**config.mk**
```make
export PLATFORM = sky130hd
export DESIGN_NAME = uart_tx_arbiter
export DESIGN_NICKNAME = d
export VERILOG_FILES = /design/src/rtl/uart_tx_arbiter.sv
export SDC_FILE = /design/constraint.sdc
export NUM_CORES = 1
export LEC_CHECK = 0
export BUFFER_PORTS_ARGS = -buffer_cell sky130_fd_sc_hd__buf_2
export CORE_MARGIN = 1.5
export CORE_UTILIZATION = 46
export DETAILED_ROUTE_END_ITERATION = 10
export PLACE_DENSITY_LB_ADDON = 0.1
export SLEW_MARGIN = 25
export SYNTH_ARGS = -nofsm -noshare
export SYNTH_HDL_FRONTEND = slang
export SYNTH_SLANG_ARGS = --single-unit
```
**constraint.sdc**
```tcl
create_clock -name i_clk -period 3.6 [get_ports i_clk]
set_clock_uncertainty 0.15 [all_clocks]
set_input_delay 0.72 -clock i_clk [delete_from_list [all_inputs] [get_ports i_clk]]
set_output_delay 0.72 -clock i_clk [all_outputs]
set_load 0.1 [all_outputs]
```
**src/rtl/uart_tx_arbiter.sv**
```systemverilog
// Shares one UART transmitter among NUM_REQ byte producers: round-robin
// arbitration, optional per-requester lock, and go/bsy handshake sequencing.
module uart_tx_arbiter #(
  parameter  int NUM_REQ = 2,
  localparam int IW      = $clog2(NUM_REQ)
) (
  input  logic                 rst_n,
  input  logic                 i_clk,
  input  logic [NUM_REQ-1:0]   i_req_valid,
  input  logic [8*NUM_REQ-1:0] i_req_data,
  input  logic [NUM_REQ-1:0]   i_req_lock,
  output logic [NUM_REQ-1:0]   o_req_ack,
  output logic [7:0]           o_uart_data,
  output logic                 o_uart_go,
  input  logic                 i_uart_bsy,
  output logic [IW-1:0]        o_grant_id,
  output logic                 o_active,
  output logic [1:0]           o_state
);

  // Handshakes: a requester holds valid/data until its single-cycle ack, and a
  // valid still high the cycle after ack is a new byte. Toward the transmitter,
  // go rises with the latched byte, bsy rising then falling ends the frame, and
  // go is then held low for at least one full cycle before the next frame.
  typedef enum logic [1:0] {
    S_IDLE  = 2'd0,
    S_ISSUE = 2'd1,
    S_SEND  = 2'd2
  } state_t;

  state_t               r_state;
  logic [7:0]           r_uart_data;
  logic                 r_uart_go;
  logic [NUM_REQ-1:0]   r_req_ack;
  logic [IW-1:0]        r_grant_id;
  logic [IW-1:0]        r_rr_ptr;
  logic                 r_locked;
  logic                 r_active;

  state_t               w_state_nxt;
  logic [7:0]           w_data_nxt;
  logic                 w_go_nxt;
  logic [NUM_REQ-1:0]   w_ack_nxt;
  logic [IW-1:0]        w_grant_nxt;
  logic [IW-1:0]        w_rr_nxt;
  logic                 w_locked_nxt;
  logic                 w_active_nxt;

  logic                 w_any_valid;
  logic                 w_lock_hit;
  logic [IW-1:0]        w_rr_win;
  logic [IW-1:0]        w_win;
  logic [7:0]           w_win_data;

  // Index base+step wrapped at NUM_REQ; step never exceeds NUM_REQ.
  function automatic logic [IW-1:0] rr_index(input logic [IW-1:0] base, input int step);
    int sum;
    sum = int'(base) + step;
    if (sum >= NUM_REQ) sum = sum - NUM_REQ;
    return IW'(sum);
  endfunction

  assign w_any_valid = |i_req_valid;
  assign w_lock_hit  = r_locked && i_req_valid[r_grant_id];
  assign w_win       = w_lock_hit ? r_grant_id : w_rr_win;

  // Scan from farthest to nearest so the nearest valid after rr_ptr wins.
  always_comb begin
    w_rr_win = r_rr_ptr;
    for (int k = NUM_REQ; k >= 1; k--) begin
      if (i_req_valid[rr_index(r_rr_ptr, k)]) w_rr_win = rr_index(r_rr_ptr, k);
    end
  end

  always_comb begin
    w_win_data = 8'h00;
    for (int k = 0; k < NUM_REQ; k++) begin
      if (IW'(k) == w_win) w_win_data = i_req_data[k*8 +: 8];
    end
  end

  always_comb begin
    w_state_nxt  = r_state;
    w_data_nxt   = r_uart_data;
    w_go_nxt     = r_uart_go;
    w_ack_nxt    = '0;
    w_grant_nxt  = r_grant_id;
    w_rr_nxt     = r_rr_ptr;
    w_locked_nxt = r_locked;
    w_active_nxt = r_active;
    case (r_state)
      S_IDLE: begin
        if (r_locked && !i_req_valid[r_grant_id]) w_locked_nxt = 1'b0;
        if (w_any_valid) begin
          w_data_nxt   = w_win_data;
          w_go_nxt     = 1'b1;
          w_grant_nxt  = w_win;
          w_rr_nxt     = w_win;
          w_active_nxt = 1'b1;
          w_state_nxt  = S_ISSUE;
          for (int k = 0; k < NUM_REQ; k++) w_ack_nxt[k] = (IW'(k) == w_win);
        end
      end
      S_ISSUE: begin
        if (i_uart_bsy) w_state_nxt = S_SEND;
      end
      S_SEND: begin
        if (!i_uart_bsy) begin
          w_go_nxt     = 1'b0;
          w_active_nxt = 1'b0;
          w_locked_nxt = i_req_lock[r_grant_id];
          w_state_nxt  = S_IDLE;
        end
      end
      default: w_state_nxt = S_IDLE;
    endcase
  end

  always_ff @(posedge i_clk or negedge rst_n) begin
    if (!rst_n) begin
      r_state     <= S_IDLE;
      r_uart_data <= 8'h00;
      r_uart_go   <= 1'b0;
      r_req_ack   <= '0;
      r_grant_id  <= '0;
      r_rr_ptr    <= IW'(NUM_REQ - 1);
      r_locked    <= 1'b0;
      r_active    <= 1'b0;
    end else begin
      r_state     <= w_state_nxt;
      r_uart_data <= w_data_nxt;
      r_uart_go   <= w_go_nxt;
      r_req_ack   <= w_ack_nxt;
      r_grant_id  <= w_grant_nxt;
      r_rr_ptr    <= w_rr_nxt;
      r_locked    <= w_locked_nxt;
      r_active    <= w_active_nxt;
    end
  end

  assign o_req_ack   = r_req_ack;
  assign o_uart_data = r_uart_data;
  assign o_uart_go   = r_uart_go;
  assign o_grant_id  = r_grant_id;
  assign o_active    = r_active;
  assign o_state     = r_state;

  a_ack_onehot: assert property (@(posedge i_clk) disable iff (!rst_n)
    $onehot0(r_req_ack));
  a_ack_only_on_grant: assert property (@(posedge i_clk) disable iff (!rst_n)
    (r_req_ack != '0) |-> (r_state == S_ISSUE));
  a_grant_in_range: assert property (@(posedge i_clk) disable iff (!rst_n)
    int'(r_grant_id) < NUM_REQ);

endmodule

```
Word-level counts from Yosys, hierarchy flattened
Index checks and enable logic that the tools add are counted.
Widths: inputs -> output; s select.
Storage, ports and cells
  word-level logic and storage cells: 59
  input bits: 23
  register bits after elaboration: 16
  output and inout port bits: 15
Operators by class
  reductions and logical operators: 10
  $add $sub $neg: 4
  bitwise logic cells: 1
  muxes and demuxes: 26
  equality and inequality tests: 6
  magnitude comparators: 5
Operators by type and width (count)
  $mux 1: 17
  $mux 2: 5
  $reduce_and 3->1: 3
  $mux 8: 1
  $ne 2x2->1 const B: 4
  $lt 1x2->1 const B: 3
  $pmux 2 s3: 1
  $pmux 1 s2: 2
  $add 1x2->3 const B: 1
  $ge 3x2->1 const B: 1
  $add 1x1->2 const B: 1
  $eq 2x1->1 const B: 1
  $eq 2x2->1 const B: 1
  $ge 2x2->1 const B: 1
  $logic_and 1x1->1: 2
  $logic_not 2->1: 1
  $reduce_and 2->1: 1
  $reduce_bool 2->1: 1
  $reduce_or 2->1: 1
  $sub 1x1->1 const B: 2
  $logic_not 1->1: 1
  $not 1->1: 1

Depth between registers and ports, before layout
Gate-level depths: netlist of run 1.
  word-level depth: 11
  depth in mapped cells: 6

Least setup slack after synthesis of run 1
Ideal clock, no wire load.
  kind: reg-to-output
  from: register, netlist name o_active
  to: output o_uart_go
  stages on the path, launching flop included: 2
  data arrival time: 1.340 ns
  required time: 2.730 ns
  setup slack: 1.390 ns
  cells stage by stage: dfrtp_1 > buf_4
RTL lines
  to (decl): RTL line 14  | output logic o_uart_go,

Final worst setup path of run 1
  from: register r_state[0], in the netlist o_state[0]
  to: output o_state[0]
RTL lines
  from (decl): RTL line 31  | state_t r_state;
  from (signal assigned): RTL line 130  | r_state <= w_state_nxt;
  to (decl): RTL line 18  | output logic [1:0] o_state
No word-level cell between the ends.

==> results of run 1 <==
-- cells by family (layout without fill, tap and decap cells) --
kind of cell,after synthesis,in the layout,share of synthesized area [%]
muxes,10,10,13.68
buffers and inverters,5,43,4.444
and+or+nand+nor,22,22,12.82
DFF,16,16,54.87
AOI/OAI and AO/OA,18,18,14.19
-- flip-flops by register name (all words and copies together), names as in the netlist --
register     flops
o_uart_data      8
o_req_ack        2
o_state          2
o_active         1
o_grant_id       1
r_locked         1
r_rr_ptr         1
-- worst paths after layout --
path,to,slack (ns),cells after the start,from
min,r_locked$_DFFE_PN0P_,0.18,1,rst_n
max reg2reg,o_grant_id$_DFFE_PN0P_,1.93,4,o_state[0]$_DFFE_PN0P_
min in group i_clk,r_rr_ptr$_DFFE_PN1P_,0.37,2,r_rr_ptr$_DFFE_PN1P_
max,o_state[0],1.53,1,o_state[0]$_DFFE_PN0P_
min reg2reg,r_rr_ptr$_DFFE_PN1P_,0.37,2,r_rr_ptr$_DFFE_PN1P_
max in group asynchronous,r_rr_ptr$_DFFE_PN1P_,2.81,1,rst_n
-- metal layers --
metal	wire length, um	vias up
li1	-	316
met1	659	294
met2	735	21
met3	63	4
met4	23	0
met5	0	-
-- layout make-up --
| class | count | area (um2) |
|---|---|---|
| fillers | 123 | 546.8 |
| inverters | 1 | 3.754 |
| well taps | 16 | 20.02 |
| repair buffers | 38 | 192.7 |
| clock buffers | 4 | 26.28 |
| multi-input cells | 50 | 297.8 |
| flip-flops and latches | 16 | 401.6 |
-- placed cells by master (no fill, tap or decap), drive strengths merged, types with 2 or more instances in the layout --
cell type,count
mux2i,10
dfrtp,15
nor2,15
clkbuf,4
buf,38
o21ai,4
nand2b,3
nand2,2
a21oi,9
-- per-stage QoR --
step | worst slack (ns) | hold slack [ns] | cells | area, um2 | util, %
3_5_place_dp | 1.619 | 0.3565 | 121 | 915.9 | 61.51
4_1_cts | 1.521 | 0.1864 | 125 | 942.2 | 63.28
6_report | 1.531 | 0.1814 | 125 | 942.2 | 63.28
3_3_place_gp | 1.655 | 0.3482 | 121 | 915.9 | 61.51
5_1_grt | 1.454 | 0.1931 | 125 | 942.2 | 63.28
2_1_floorplan | 1.390 | 0.2744 | 71 | 732.0 | -
==> qor.yml, run 1 <==
timing:
  finalHoldViolCount: 0
  setup_violations: 0
  relSlewSlack_pct: 61.69
  period_share_pct: 57.47
  rsz0062_at_grt: "no"
  fmax_mhz: 483.3
  tns_ns: 0
  drv_slew: 0
  layout_min_cycle_time_ns: 2.069
  worst_pin_slew_ns: 0.5747
worst_setup_path:
  crit_required_ns: 2.73
  crit_path_max_fanout: 7
  end_kind: "output pin"
  critPathBufInv: 1
  critical_path_class: "register to output pin"
  start_kind: "register"
  crit_path_max_incr_delay_ns: 0.47
  cp.arrival_ns: 1.20
  slowest_stage: "buf_2"
  crit_chain: "buf_2"
  crit_family: "buffers and inverters"
clock_tree:
  post_cts_buffers: 0
  cts_buffers: 3
  cts_resized: 0
  tritoncts: "yes"
  clkSinkCount: 16
  cts-root-buf: "clkbuf_4"
  cts_max_level: 1
  clk_pin_slew_worst_paths_ns: 0.09
  cts-hold-fix-buffers: 0
  clk_latency_ns: 0.28
  cts.path.max_buffers: 2
synthesis:
  syn_inst: 71
  synth_commonest_cells: "dfrtp_1 (15), nor2_1 (15), mux2i_1 (10), a21oi_1 (9)"
  synth_edf_count: 0
  synth_warnings: 0
  syn-cell-area_um2: 732.0
  syn_nets: 94
  synth.distinct_cells: 20
  seq_area_frac_synth_pct: 54.87
  synth_top_area_cell: "dfrtp_1"
  yosys-top-cells-area: "dfrtp_1 (51%), mux2i_1 (14%), nor2_1 (7.7%), a21oi_1 (6.2%), dfstp_2 (3.6%)"
  synth_ff_type: "dfrtp_1"
  avgSynthCellArea_um2: 10.31
  synth_top_area_share_pct: 51.28
  synthArstFlopShare_pct: 100.0
  synth-seq-cells: 16
run_status:
  status: "complete, no violations"
hold_path:
  hold_class: "primary input to asynchronous set/reset pin"
die:
  die_area_mm2: 0.001840
  start_util_pct: 49.16
  core_mm2: 0.001489
  rows: 14
  dieHeight_um: 42.89
  die_w_um: 42.89
  num_io_pins: 38
placement:
  portBuffers: 37
  place_congestion: 0.7538
  dp_hpwl_um: 1114
global_route:
  use_met3_pct: 3.830
  antenna_found_initial: 0
  overflow: 0
  grtUsageTotal_pct: 18.13
  use_met2_pct: 29.70
  met1_usage_pct: 22.28
  first_global_vias: 563
  grt_first_pass_wirelength_um: 2401
  grt-busiest-layer: "met2"
  grt_max_degree: 20
routing:
  route.detailed.wl_per_inst_um: 11.86
  vias_per_cell: 5.080
  vias: 635
  drtAntennaViolNets: 0
  first_iter_violations: 7
  drc: 0
  firstDrtPassIters: 4
  drt-total-wl_um: 1482
cells_and_area:
  nets: 133
  drive_above_1_share_pct: 38.53
  syn2layout_area_growth_pct: 28.72
  diodes: 0
run:
  max-cap-violations: 0
Power of run 1 is not shown: default switching activity piles up to over one toggle a cycle in this logic, so the estimate is an artifact.
==> inputs of run 2 (changes only) <==
--- a/config.mk
+++ b/config.mk
@@ -5,9 +5,10 @@
 export SDC_FILE = /design/constraint.sdc
 export NUM_CORES = 1
 export LEC_CHECK = 0
+export ABC_AREA = 1
 export BUFFER_PORTS_ARGS = -buffer_cell sky130_fd_sc_hd__buf_2
 export CORE_MARGIN = 1.5
-export CORE_UTILIZATION = 46
+export CORE_UTILIZATION = 40
 export DETAILED_ROUTE_END_ITERATION = 10
 export PLACE_DENSITY_LB_ADDON = 0.1
 export SLEW_MARGIN = 25
==> constraint.sdc (replaced) <==
create_clock -name i_clk -period 1.8 [get_ports i_clk]
set_clock_uncertainty 0.15 [all_clocks]
set_input_delay 0.36 -clock i_clk [delete_from_list [all_inputs] [get_ports i_clk]]
set_output_delay 0.36 -clock i_clk [all_outputs]
set_load 0.1 [all_outputs]
==> run 2 against run 1 <==
Routed wire length grew 18%. Non-clock buffer count grew 1. Design area grew 7.6%. Hold slack lost 0.065 ns. Register-to-register slack lost 1.5 ns. Worst setup slack lost 1.4 ns. Core utilization shrank 6.4 points. Critical path type unchanged. Critical endpoint is now o_grant_id.
==> qor.yml, run 2 <==
synthesis:
  seq_area_frac_synth_pct: 50.71  # -4.2 points
  yosys-top-cells-area: "dfrtp_1 (47%), nand3_1 (11%), nand2_1 (10%), nand4_1 (7.1%), inv_1 (4.3%)"
  synth_top_area_cell: "dfrtp_1"
  syn-cell-area_um2: 792.0  # +8.2%
  avgSynthCellArea_um2: 8.703  # -16%
  syn_inst: 91  # +28%
  synthArstFlopShare_pct: 100.0  # unchanged
  synth_warnings: 0  # unchanged
  synth_ff_type: "dfrtp_1"
  synth_top_area_share_pct: 47.39  # -3.9 points
  synth_most_common_cell: "nand2_1"
  synth_commonest_cells: "nand2_1 (21), nand3_1 (17), dfrtp_1 (15), inv_1 (9), nand4_1 (9)"
  synth.distinct_cells: 21  # +5.0%
  synth_edf_count: 0  # unchanged
  synth-seq-cells: 16  # unchanged
  syn_nets: 114  # +21%
run_status:
  status: "complete, no violations"
timing:
  rsz0062_at_grt: "no"
  relSlewSlack_pct: 67.61  # +5.9 points
  setup_violations: 0  # unchanged
  layout_min_cycle_time_ns: 1.650
  worst_pin_slew_ns: 0.4892  # -0.08550 ns
  drv_slew: 0  # unchanged
  finalHoldViolCount: 0  # unchanged
  tns_ns: 0  # unchanged
  period_share_pct: 91.68
  fmax_mhz: 605.9
die:
  die_area_mm2: 0.002256  # +23%
  dieHeight_um: 47.50  # +11%
  die_w_um: 47.50  # +11%
  rows: 15  # +1
  start_util_pct: 44.42  # -4.7 points
  core_mm2: 0.001783  # +20%
  num_io_pins: 38  # unchanged
routing:
  drtAntennaViolNets: 0  # unchanged
  vias: 753  # +19%
  vias_per_cell: 4.858  # -4.4%
  drc: 0  # unchanged
  firstDrtPassIters: 4  # unchanged
  route.detailed.wl_per_inst_um: 11.30  # -4.7%
  first_iter_violations: 23  # +16
  drt-total-wl_um: 1751  # +18%
worst_setup_path:
  path_depth: 1  # unchanged
  timing.rr.end: "o_grant_id$_DFFE_PN0P_"
  cp.arrival_ns: 1.14  # -0.06 ns
  rrSetupSlack_ns: 0.39  # -1.54 ns
  crit_chain: "buf_2"
  critical_path_class: "register to output pin"
  critPathBufInv: 1  # unchanged
  start_kind: "register"
  slowest_stage: "buf_2"
  crit_family: "buffers and inverters"
  crit_required_ns: 1.29  # -1.44 ns
  reg2reg_depth: 7  # +3
  crit_path_max_fanout: 5  # -2
  crit_path_max_incr_delay_ns: 0.44  # -0.03 ns
  end_kind: "output pin"
  r2r-start: "r_rr_ptr$_DFFE_PN1P_"
  cp-startpoint: "o_grant_id$_DFFE_PN0P_"
cells_and_area:
  drive_above_1_share_pct: 40.77  # +2.2 points
  regArea_um2: 406.6  # +1.2%
  nets: 154  # +16%
  fillers: 177  # +44%
  multiInputGateArea_um2: 309.0  # +3.8%
  largest_register_ffs: 8  # unchanged
  syn2layout_area_growth_pct: 27.96
  layout_common_cells: "buf_2 (37), nand2_1 (21), nand3_1 (17)"
  layout_commonest_cell: "buf_2"
  diodes: 0  # unchanged
placement:
  portBuffers: 37  # unchanged
  place_congestion: 0.7847  # +4.1%
  dp_hpwl_um: 1343  # +21%
global_route:
  grt_first_pass_wirelength_um: 2732  # +14%
  grtUsageTotal_pct: 17.41  # -0.72 points
  first_global_vias: 671  # +19%
  overflow: 0  # unchanged
  grt_max_degree: 20  # unchanged
  antenna_found_initial: 0  # unchanged
clock_tree:
  tritoncts: "yes"
  cts.path.max_buffers: 2  # unchanged
  clkSinkCount: 16  # unchanged
  cts-root-buf: "clkbuf_4"
  cts_max_level: 1  # unchanged
  clk_pin_slew_worst_paths_ns: 0.10  # about the same
  clk_latency_ns: 0.28  # about the same
  cts_buffers: 3  # unchanged
hold_path:
  whs_path_depth: 2
  worst_hold_path.endpoint: "o_state[0]$_DFFE_PN0P_"
  hold_class: "primary input to register"
  hold_path.startpoint: "i_uart_bsy"
run:
  max-cap-violations: 0  # unchanged
==> run 2: cell types whose count changed after synthesis, sizes merged, moves of 3 or more <==
cell / previous run / this run
nand4: 0 / 9
nand2: 2 / 23
inv: 1 / 10
nand3: 0 / 18
mux2i: 10 / 0
nor2: 15 / 4
nand2b: 3 / 0
a21oi: 9 / 1
==> run 2: kinds of logic (layout without fill, tap and decap cells) <==
kind of cell,Yosys count,count (layout),share of synthesized area (%)
AOI/OAI and AO/OA,6,6,4.423
buffers and inverters,14,53,10.27
DFF,16,16,50.71
and+or+nand+nor,55,55,34.60
==> run 2: layer usage <==
| layer | routed length (um) | track usage [%] |
|---|---|---|
| met4 | 12 | 6.667 |
| met3 | 78 | 3.396 |
| met5 | 0 | 0 |
| met2 | 829 | 27.84 |
| met1 | 831 | 23.33 |
==> run 2: worst max-delay path by stage <==
stage                                      end
finish                              o_grant_id
global route                        o_grant_id
CTS                                 o_grant_id
detailed placement      o_grant_id$_DFFE_PN0P_
global placement        o_state[0]$_DFFE_PN0P_
floorplan           o_uart_data[0]$_DFFE_PN0P_
==> run 2: metrics by stage <==
step | cell area, um2 | worst slack (ns) | util, % | hold slack [ns] | instances
after floorplan | 797.0 | 0.2075 | - | -0.08559 | 91
after global placement | 977.2 | 0.4358 | 54.81 | 0.1401 | 150
after detailed placement | 977.2 | 0.3813 | 54.81 | 0.1449 | 150
after CTS | 1013 | 0.1375 | 56.84 | 0.1091 | 155
after global routing | 1013 | 0.09432 | 56.84 | 0.1050 | 155
final | 1013 | 0.1497 | 56.84 | 0.1160 | 155
==> run 2: repair_timing <==
action,in CTS,in global routing
setup buffers,0,0
hold endpoints to repair,15,0
hold buffers,1,0
resized for setup,0,0
==> run 2: layout make-up <==
class                      count  area share (%)
inverter                      10           3.704
timing repair buffer          39           20.00
tap                           25           3.086
multi-input combinational     61           30.49
clock buffer                   4           2.593
sequential                    16           40.12
Power of run 2 is left out for the same reason.
